==> config.mk <==
export PLATFORM = sky130hd
export DESIGN_NAME = hc595_chain_driver_flat
export DESIGN_NICKNAME = d
export VERILOG_FILES = /design/src/rtl/hc595_pkg.sv /design/src/rtl/hc595_chain_driver_if.sv /design/src/rtl/hc595_phase_timer.sv /design/src/rtl/hc595_chain_driver.sv /design/src/flat_wrapper.sv
export SDC_FILE = /design/constraint.sdc
export NUM_CORES = 1
export LEC_CHECK = 0
export BUFFER_PORTS_ARGS = -buffer_cell sky130_fd_sc_hd__buf_2
export CORE_ASPECT_RATIO = 1.4
export CORE_UTILIZATION = 40
export CTS_CLUSTER_SIZE = 12
export DETAILED_ROUTE_END_ITERATION = 12
export HOLD_SLACK_MARGIN = 0.08
export PLACE_DENSITY = 0.69
export SYNTH_ARGS = -nofsm -noshare
export SYNTH_HDL_FRONTEND = slang
export SYNTH_SLANG_ARGS = --single-unit
==> constraint.sdc <==
create_clock -name CLK -period 2.3 [get_ports CLK]
set_input_delay 0.46 -clock CLK [delete_from_list [all_inputs] [get_ports CLK]]
set_output_delay 0.46 -clock CLK [all_outputs]
set_load 0.02 [all_outputs]
==> src/rtl/hc595_pkg.sv <==
// Shared types and helpers for the 74x595 chain driver.
package hc595_pkg;

  typedef enum logic [2:0] {
    ST_IDLE,
    ST_CLEAR,
    ST_SHIFT_LO,
    ST_SHIFT_HI,
    ST_LATCH_HI,
    ST_LATCH_LO
  } state_t;

  typedef struct packed {
    logic ser;
    logic srclk;
    logic rclk;
    logic srclr_bar;
  } chain_pins_t;

  localparam logic SER_RST       = 1'b0;
  localparam logic SRCLK_RST     = 1'b0;
  localparam logic RCLK_RST      = 1'b0;
  localparam logic SRCLR_BAR_RST = 1'b1;
  localparam logic OE_BAR_RST    = 1'b1;

  localparam chain_pins_t PINS_RST = '{
    ser:       SER_RST,
    srclk:     SRCLK_RST,
    rclk:      RCLK_RST,
    srclr_bar: SRCLR_BAR_RST
  };

  function automatic int unsigned frame_w(input int unsigned n_chips);
    return 8 * n_chips;
  endfunction

  function automatic int unsigned bitcnt_w(input int unsigned w);
    return $clog2(w + 1);
  endfunction

endpackage

==> src/rtl/hc595_chain_driver_if.sv <==
// Host frame handshake plus 595 chain pins; readback signals exist only with QH_READBACK_EN.
interface hc595_chain_driver_if #(
  parameter int unsigned N_CHIPS = 2
);
  localparam int unsigned W = hc595_pkg::frame_w(N_CHIPS);

  logic [W-1:0] DIN;
  logic         DIN_VALID;
  logic         DIN_READY;
  logic         CLR_REQ;
  logic         OE_EN;
  logic         BUSY;
  logic         SER;
  logic         SRCLK;
  logic         RCLK;
  logic         SRCLR_bar;
  logic         OE_bar;
`ifdef QH_READBACK_EN
  logic         QH_IN;
  logic [W-1:0] DOUT;
  logic         DOUT_VALID;

  modport master (
    output DIN, DIN_VALID, CLR_REQ, OE_EN, QH_IN,
    input  DIN_READY, BUSY, SER, SRCLK, RCLK, SRCLR_bar, OE_bar, DOUT, DOUT_VALID
  );
  modport slave (
    input  DIN, DIN_VALID, CLR_REQ, OE_EN, QH_IN,
    output DIN_READY, BUSY, SER, SRCLK, RCLK, SRCLR_bar, OE_bar, DOUT, DOUT_VALID
  );
`else
  modport master (
    output DIN, DIN_VALID, CLR_REQ, OE_EN,
    input  DIN_READY, BUSY, SER, SRCLK, RCLK, SRCLR_bar, OE_bar
  );
  modport slave (
    input  DIN, DIN_VALID, CLR_REQ, OE_EN,
    output DIN_READY, BUSY, SER, SRCLK, RCLK, SRCLR_bar, OE_bar
  );
`endif

endinterface

==> src/rtl/hc595_phase_timer.sv <==
// Divides the system clock into serial phases: tick_c marks the last cycle of each phase.
module hc595_phase_timer #(
  parameter int unsigned CLK_DIV = 4
) (
  input  logic clk,
  input  logic rst_n,
  input  logic clr,
  output logic tick_c
);
  localparam int unsigned CW = (CLK_DIV > 1) ? $clog2(CLK_DIV) : 1;

  logic [CW-1:0] cnt;

  assign tick_c = (cnt == CW'(CLK_DIV - 1));

  always_ff @(posedge clk) begin
    if (!rst_n) begin
      cnt <= '0;
    end else if (clr || tick_c) begin
      cnt <= '0;
    end else begin
      cnt <= cnt + 1'b1;
    end
  end

endmodule

==> src/rtl/hc595_chain_driver.sv <==
// Serialises one 8*N_CHIPS-bit frame into a 74x595 daisy chain and latches it.
// Optional Qh' readback of the previous chain content when QH_READBACK_EN is defined.
module hc595_chain_driver
  import hc595_pkg::*;
#(
  parameter int unsigned N_CHIPS = 2,
  parameter int unsigned CLK_DIV = 4
) (
  input logic                 CLK,
  input logic                 RST_bar,
  hc595_chain_driver_if.slave bus
);
  localparam int unsigned W   = frame_w(N_CHIPS);
  localparam int unsigned BCW = bitcnt_w(W);

  state_t      state, state_n;
  logic [W-1:0]   shadow, shadow_n;
  logic [BCW-1:0] bitcnt, bitcnt_n;
  chain_pins_t pins, pins_n;
  logic        ready_q, ready_n;
  logic        busy_q;
  logic        oe_bar_q;
  logic        tick_c;
  logic        state_chg_c;

  assign state_chg_c = (state_n != state);

  hc595_phase_timer #(
    .CLK_DIV (CLK_DIV)
  ) u_timer (
    .clk    (CLK),
    .rst_n  (RST_bar),
    .clr    (state_chg_c),
    .tick_c (tick_c)
  );

  // Next-state, next shadow/counter and next pin values; pins follow the state being entered.
  always_comb begin
    state_n  = state;
    shadow_n = shadow;
    bitcnt_n = bitcnt;
    pins_n   = PINS_RST;
    ready_n  = 1'b0;

    case (state)
      ST_IDLE: begin
        if (bus.CLR_REQ) begin
          state_n = ST_CLEAR;
        end else if (bus.DIN_VALID && ready_q) begin
          shadow_n = bus.DIN;
          bitcnt_n = BCW'(W);
          state_n  = ST_SHIFT_LO;
        end
      end
      ST_CLEAR:    if (tick_c) state_n = ST_LATCH_HI;
      ST_SHIFT_LO: if (tick_c) state_n = ST_SHIFT_HI;
      ST_SHIFT_HI: begin
        if (tick_c) begin
          shadow_n = {shadow[W-2:0], 1'b0};
          bitcnt_n = bitcnt - 1'b1;
          state_n  = (bitcnt == BCW'(1)) ? ST_LATCH_HI : ST_SHIFT_LO;
        end
      end
      ST_LATCH_HI: if (tick_c) state_n = ST_LATCH_LO;
      ST_LATCH_LO: if (tick_c) state_n = ST_IDLE;
      default:     state_n = ST_IDLE;
    endcase

    case (state_n)
      ST_CLEAR:    pins_n.srclr_bar = 1'b0;
      ST_SHIFT_LO: pins_n.ser = shadow_n[W-1];
      ST_SHIFT_HI: begin
        pins_n.ser   = shadow_n[W-1];
        pins_n.srclk = 1'b1;
      end
      ST_LATCH_HI: pins_n.rclk = 1'b1;
      default:     pins_n = PINS_RST;
    endcase

    ready_n = (state_n == ST_IDLE) && !bus.CLR_REQ;
  end

  always_ff @(posedge CLK) begin
    if (!RST_bar) begin
      state    <= ST_IDLE;
      shadow   <= '0;
      bitcnt   <= '0;
      pins     <= PINS_RST;
      ready_q  <= 1'b0;
      busy_q   <= 1'b0;
      oe_bar_q <= OE_BAR_RST;
    end else begin
      state    <= state_n;
      shadow   <= shadow_n;
      bitcnt   <= bitcnt_n;
      pins     <= pins_n;
      ready_q  <= ready_n;
      busy_q   <= (state_n != ST_IDLE);
      oe_bar_q <= ~bus.OE_EN;
    end
  end

  assign bus.SER       = pins.ser;
  assign bus.SRCLK     = pins.srclk;
  assign bus.RCLK      = pins.rclk;
  assign bus.SRCLR_bar = pins.srclr_bar;
  assign bus.DIN_READY = ready_q;
  assign bus.BUSY      = busy_q;
  assign bus.OE_bar    = oe_bar_q;

`ifdef QH_READBACK_EN
  logic [W-1:0] rb_sh;
  logic [W-1:0] dout_q;
  logic         dout_valid_q;
  logic         data_frame;

  // Qh' is sampled just before each SRCLK rise, so the frame collects the old chain MSB-first.
  always_ff @(posedge CLK) begin
    if (!RST_bar) begin
      rb_sh        <= '0;
      dout_q       <= '0;
      dout_valid_q <= 1'b0;
      data_frame   <= 1'b0;
    end else begin
      dout_valid_q <= 1'b0;
      if (state == ST_IDLE && state_n == ST_SHIFT_LO) data_frame <= 1'b1;
      if (state == ST_IDLE && state_n == ST_CLEAR)    data_frame <= 1'b0;
      if (state == ST_SHIFT_LO && tick_c) rb_sh <= {rb_sh[W-2:0], bus.QH_IN};
      if (state == ST_LATCH_LO && tick_c && data_frame) begin
        dout_q       <= rb_sh;
        dout_valid_q <= 1'b1;
      end
    end
  end

  assign bus.DOUT       = dout_q;
  assign bus.DOUT_VALID = dout_valid_q;
`endif

endmodule

==> src/flat_wrapper.sv <==
// flat-port wrapper written by rule: the top's interface ports become plain ports
module hc595_chain_driver_flat import hc595_pkg::*;
#(
  parameter int unsigned N_CHIPS = 2,
  parameter int unsigned CLK_DIV = 4
)
  (CLK, RST_bar, bus_DIN, bus_DIN_VALID, bus_CLR_REQ, bus_OE_EN, bus_DIN_READY, bus_BUSY, bus_SER, bus_SRCLK, bus_RCLK, bus_SRCLR_bar, bus_OE_bar);
  hc595_chain_driver_if #(.N_CHIPS(N_CHIPS)) bus_i ();
  input logic CLK;
  input logic RST_bar;
  input wire logic [$bits(bus_i.DIN)-1:0] bus_DIN;
  input wire logic [$bits(bus_i.DIN_VALID)-1:0] bus_DIN_VALID;
  input wire logic [$bits(bus_i.CLR_REQ)-1:0] bus_CLR_REQ;
  input wire logic [$bits(bus_i.OE_EN)-1:0] bus_OE_EN;
  output wire logic [$bits(bus_i.DIN_READY)-1:0] bus_DIN_READY;
  output wire logic [$bits(bus_i.BUSY)-1:0] bus_BUSY;
  output wire logic [$bits(bus_i.SER)-1:0] bus_SER;
  output wire logic [$bits(bus_i.SRCLK)-1:0] bus_SRCLK;
  output wire logic [$bits(bus_i.RCLK)-1:0] bus_RCLK;
  output wire logic [$bits(bus_i.SRCLR_bar)-1:0] bus_SRCLR_bar;
  output wire logic [$bits(bus_i.OE_bar)-1:0] bus_OE_bar;
  assign bus_i.DIN = bus_DIN;
  assign bus_i.DIN_VALID = bus_DIN_VALID;
  assign bus_i.CLR_REQ = bus_CLR_REQ;
  assign bus_i.OE_EN = bus_OE_EN;
  assign bus_DIN_READY = bus_i.DIN_READY;
  assign bus_BUSY = bus_i.BUSY;
  assign bus_SER = bus_i.SER;
  assign bus_SRCLK = bus_i.SRCLK;
  assign bus_RCLK = bus_i.RCLK;
  assign bus_SRCLR_bar = bus_i.SRCLR_bar;
  assign bus_OE_bar = bus_i.OE_bar;
  hc595_chain_driver #(.N_CHIPS(N_CHIPS), .CLK_DIV(CLK_DIV)) u_core (.CLK(CLK), .RST_bar(RST_bar), .bus(bus_i));
endmodule
==> run summary <==
STA puts the critical path data arrival time at 2.30 ns. The hold violation count in the final report is 0, and the number of buffers added by the clock tree synthesis step is 5. The count of port buffers added during placement is 27, and the summed negative setup slack over all endpoints is 0 ns.

For the number of antenna violations at the first check in global routing, the log shows 0. The run gives 0 as the number of max-slew violations in the final report. For this design, the sink count on the clock tree is 33. The synthesized design contains 0 enable-type register cells. Clock skew on the completed layout was measured at 0.00258 ns.

After synthesis, flip-flops and latches occupy 45.2% of the total area. The fraction of layout cells with a size suffix above 1 was 24.4%; the required time of the critical path was 2.46 ns. The detailed-route via count is 1,248. Summed over all cells, the static leakage comes to 0.674 nW.

The total number of placement rows was 25. The number of gates resized after CTS was 0. The height of the chip is 73.5 um.

The floorplan step defined a core boundary enclosing 3440 um2. The worst hold path belongs to the class in -> reg. Number of global-route vias before repair: 1,232. In this run the horizontal extent of the chip is 53.1 um. After routing the design area is 1770 um2. The H-tree was split into 2 levels. The tools report the buffer cell driving the clock tree root as sky130_fd_sc_hd__clkbuf_8. The commonest cells after synthesis are sky130_fd_sc_hd__dfxtp_1 (33), sky130_fd_sc_hd__nand2_1 (21), sky130_fd_sc_hd__a21boi_0 (15). For this run, design rule violations remaining after detail routing come to 0. The clock-pin slew on the worst setup and hold paths was 0.06 ns; the overall die area was 3900 um2. The logs give 0.29 ns for the clock latency reported for the late side of the worst-skew pair and 185 for the synthesized netlist net count.

The final standard cell utilization of the core came out at 51.5%. The top cell type by area accounts for 45.2% of the synthesized area. Global routing used 18.2% of the available tracks. In this run the remaining antenna-violating nets after routing total 0.

The flow ran to the end, and the final reports show no timing, DRC or antenna violations. Summed over all layers, the global routing overflow is 0. Counting flops with an async set or reset pin after synthesis yields a share of 0%.

For this design, the CTS-stage hold fixing added 0 buffers. Dividing the detail-routed via count by the number of cells gives 5.36. The largest area contributor in the netlist was sky130_fd_sc_hd__dfxtp_1. The weighted congestion reported at the end of routability-driven placement was 0.778; the layout-stage area growth over the synthesis result was 21.2%.

TritonCTS built the clock tree. The run gives 0 as the antenna diode count. The cell count after synthesis came out at 161. In this run the cell area measured after placement is 1660 um2. The cell area after synthesis came out at 1460 um2.

Entering global routing, the biggest net connects 24 pins. The worst hold path passes through 2 cells. The fill cell instance count of the final layout came out at 330. The starting density of the core came out at 42.5%. Post-CTS timing repair inserted 0 buffers for setup. The most used flip-flop cell after synthesis is sky130_fd_sc_hd__dfxtp_1. The worst pin sits at a relative slew slack of 54.9%. In the final layout, the multi-input gates occupy 731 um2. The register bit total from synthesis is 33, and the number of search-and-repair iterations in the first detailed-routing pass is 4. The net count of the finished layout is 216. The most common cell in the netlist was sky130_fd_sc_hd__dfxtp_1.

Worst-path maximum fanout: 4. The worst setup path is captured at a register. For the number of top-level pins, the log shows 28.

Of the available clock period, the critical path in the final layout requires 93.0%. The logs give 3060 um for the final routed wirelength across all metal layers and 5130 um for the wire length of the first global-routing pass. Counting along the longest clock path gives a buffer depth of 2. The worst setup path is launched from a register. Once detailed placement completed, the half-perimeter wirelength came to 2250 um.

The number of distinct library cells after synthesis is 39, and the worst-case vdd ir drop is 471 uV. Max-cap violations in this run came to 0. The power density over the cells came out at 703 nW/um2.

Setup repair after global routing left no endpoint under its margin. Dividing the synthesized area by the synthesized cell count gives 9.08 um2. The clock period minus worst slack is 2.14 ns. For the initial detailed-routing violation count, the log shows 24.

Counting cells, the worst reg-to-reg path comes to 6. The run gives 468 MHz as the highest attainable clock frequency. The type of the worst setup path is reg -> reg. Dividing the detail-routed wire length by the instance count gives 13.1 um. By area the synthesized netlist is led by sky130_fd_sc_hd__dfxtp_1 (45%), sky130_fd_sc_hd__a21boi_0 (7.7%), sky130_fd_sc_hd__a22oi_1 (7.2%), sky130_fd_sc_hd__nand2_1 (5.4%), sky130_fd_sc_hd__ha_1 (2.6%). Setup violations remaining at the end of the flow were counted as 0. For the pin with the worst max-slew slack, the measured transition is 0.676 ns.

In the final layout, flip-flops and latches occupy 661 um2. For the count of synthesis-stage warnings from yosys, the log shows 0.
through the flow:
step | total power [mW] | hold slack, ns | instances | setup WS [ns]
6_report | 1.25 | 0.339 | 233 | 0.162
3_3_place_gp | 0.697 | 0.449 | 225 | 0.212
2_1_floorplan | 0.662 | 0.439 | 161 | 0.269
3_5_place_dp | 0.701 | 0.462 | 225 | 0.158
5_1_grt | 1.29 | 0.342 | 233 | 0.104
4_1_cts | 1.26 | 0.336 | 233 | 0.155
cell families (layout without fill, tap and decap cells):
logic type	after synthesis	in the layout	synth area share, %
AO/OA/AOI/OAI	50	50	25.5
XOR/XNOR	5	5	3.00
adder cells (fa/ha/maj)	3	3	2.57
buffers and inverters	16	48	4.79
flip-flops	33	33	45.2
AND/OR/NAND/NOR	54	54	18.9
registers in the layout, summed over array words and instances (netlist names):
signal                count
u_core.u_timer.cnt        2
u_core.bus.SRCLR_bar      1
u_core.bus.OE_bar         1
u_core.bus.DIN_READY      1
u_core.bus.SRCLK          1
u_core.bitcnt             5
u_core.bus.BUSY           1
u_core.bus.RCLK           1
u_core.bus.SER            1
u_core.shadow            16
u_core.state              3
routing by layer:
layer / up-vias / global-route usage, % / wire length (um)
li1: 635 / - / -
met4: 0 / 9.06 / 60
met2: 31 / 32.3 / 1600
met3: 6 / 5.80 / 136
met1: 576 / 18.4 / 1270
met5: - / 0 / 0
placed cells by master (no fill, tap or decap), drive strengths merged:
master and count:
a22oi 14, a21boi 16, and4b 1, nor4 2
nor2b 2, dfxtp 33, o22a 1, or4b 2
nor2 11, clkbuf 7, or4 2, o21ba 1
xor2 2, a21oi 4, nand2b 1, a221oi 1
and2 2, o21a 3, or2 1, nand2 21
o21ai 5, nand3 1, o221ai 1, nor3 4
bufinv 1, and3 2, xnor2 3, nor4b 1
a32oi 1, o2111a 1, inv 5, a211oi 2
ha 3, and3b 1, buf 35
power breakdown:
part	internal [mW]	total, mW	switching, mW
sequential	0.587	0.593	0.00628
clock	0.353	0.556	0.203
combinational	0.0445	0.0956	0.0511
total	0.984	1.25	0.261
layout make-up:
| type | instances | share of cell area, % |
|---|---|---|
| clock buffers | 7 | 4.87 |
| flip-flops and latches | 33 | 37.3 |
| well taps | 40 | 2.82 |
| inverters | 5 | 1.06 |
| multi-input cells | 112 | 41.2 |
| clock inverters | 1 | 1.69 |
| repair buffers | 35 | 11.0 |
worst max-delay path, stage by stage (launching register included):
cell	delay [ns]
sky130_fd_sc_hd__dfxtp_1	0.32
sky130_fd_sc_hd__inv_1	0.08
sky130_fd_sc_hd__ha_1	0.14
sky130_fd_sc_hd__or4b_4	0.48
sky130_fd_sc_hd__o21ba_2	0.22
sky130_fd_sc_hd__or2_2	0.29
sky130_fd_sc_hd__or4_1	0.48
final timing paths:
| kind | start | slack (ns) | endpoint |
|---|---|---|---|
| worst min register to register | u_core.shadow[9] | 0.47 | u_core.shadow[9] |
| worst max register to register | u_core.bitcnt[1] | 0.16 | u_core.bus.SRCLR_bar |
| worst max-delay path | u_core.bitcnt[1] | 0.16 | u_core.bus.SRCLR_bar |
| worst min-delay path | bus_OE_EN | 0.34 | u_core.bus.OE_bar |
(Power assumes the default switching activity.)
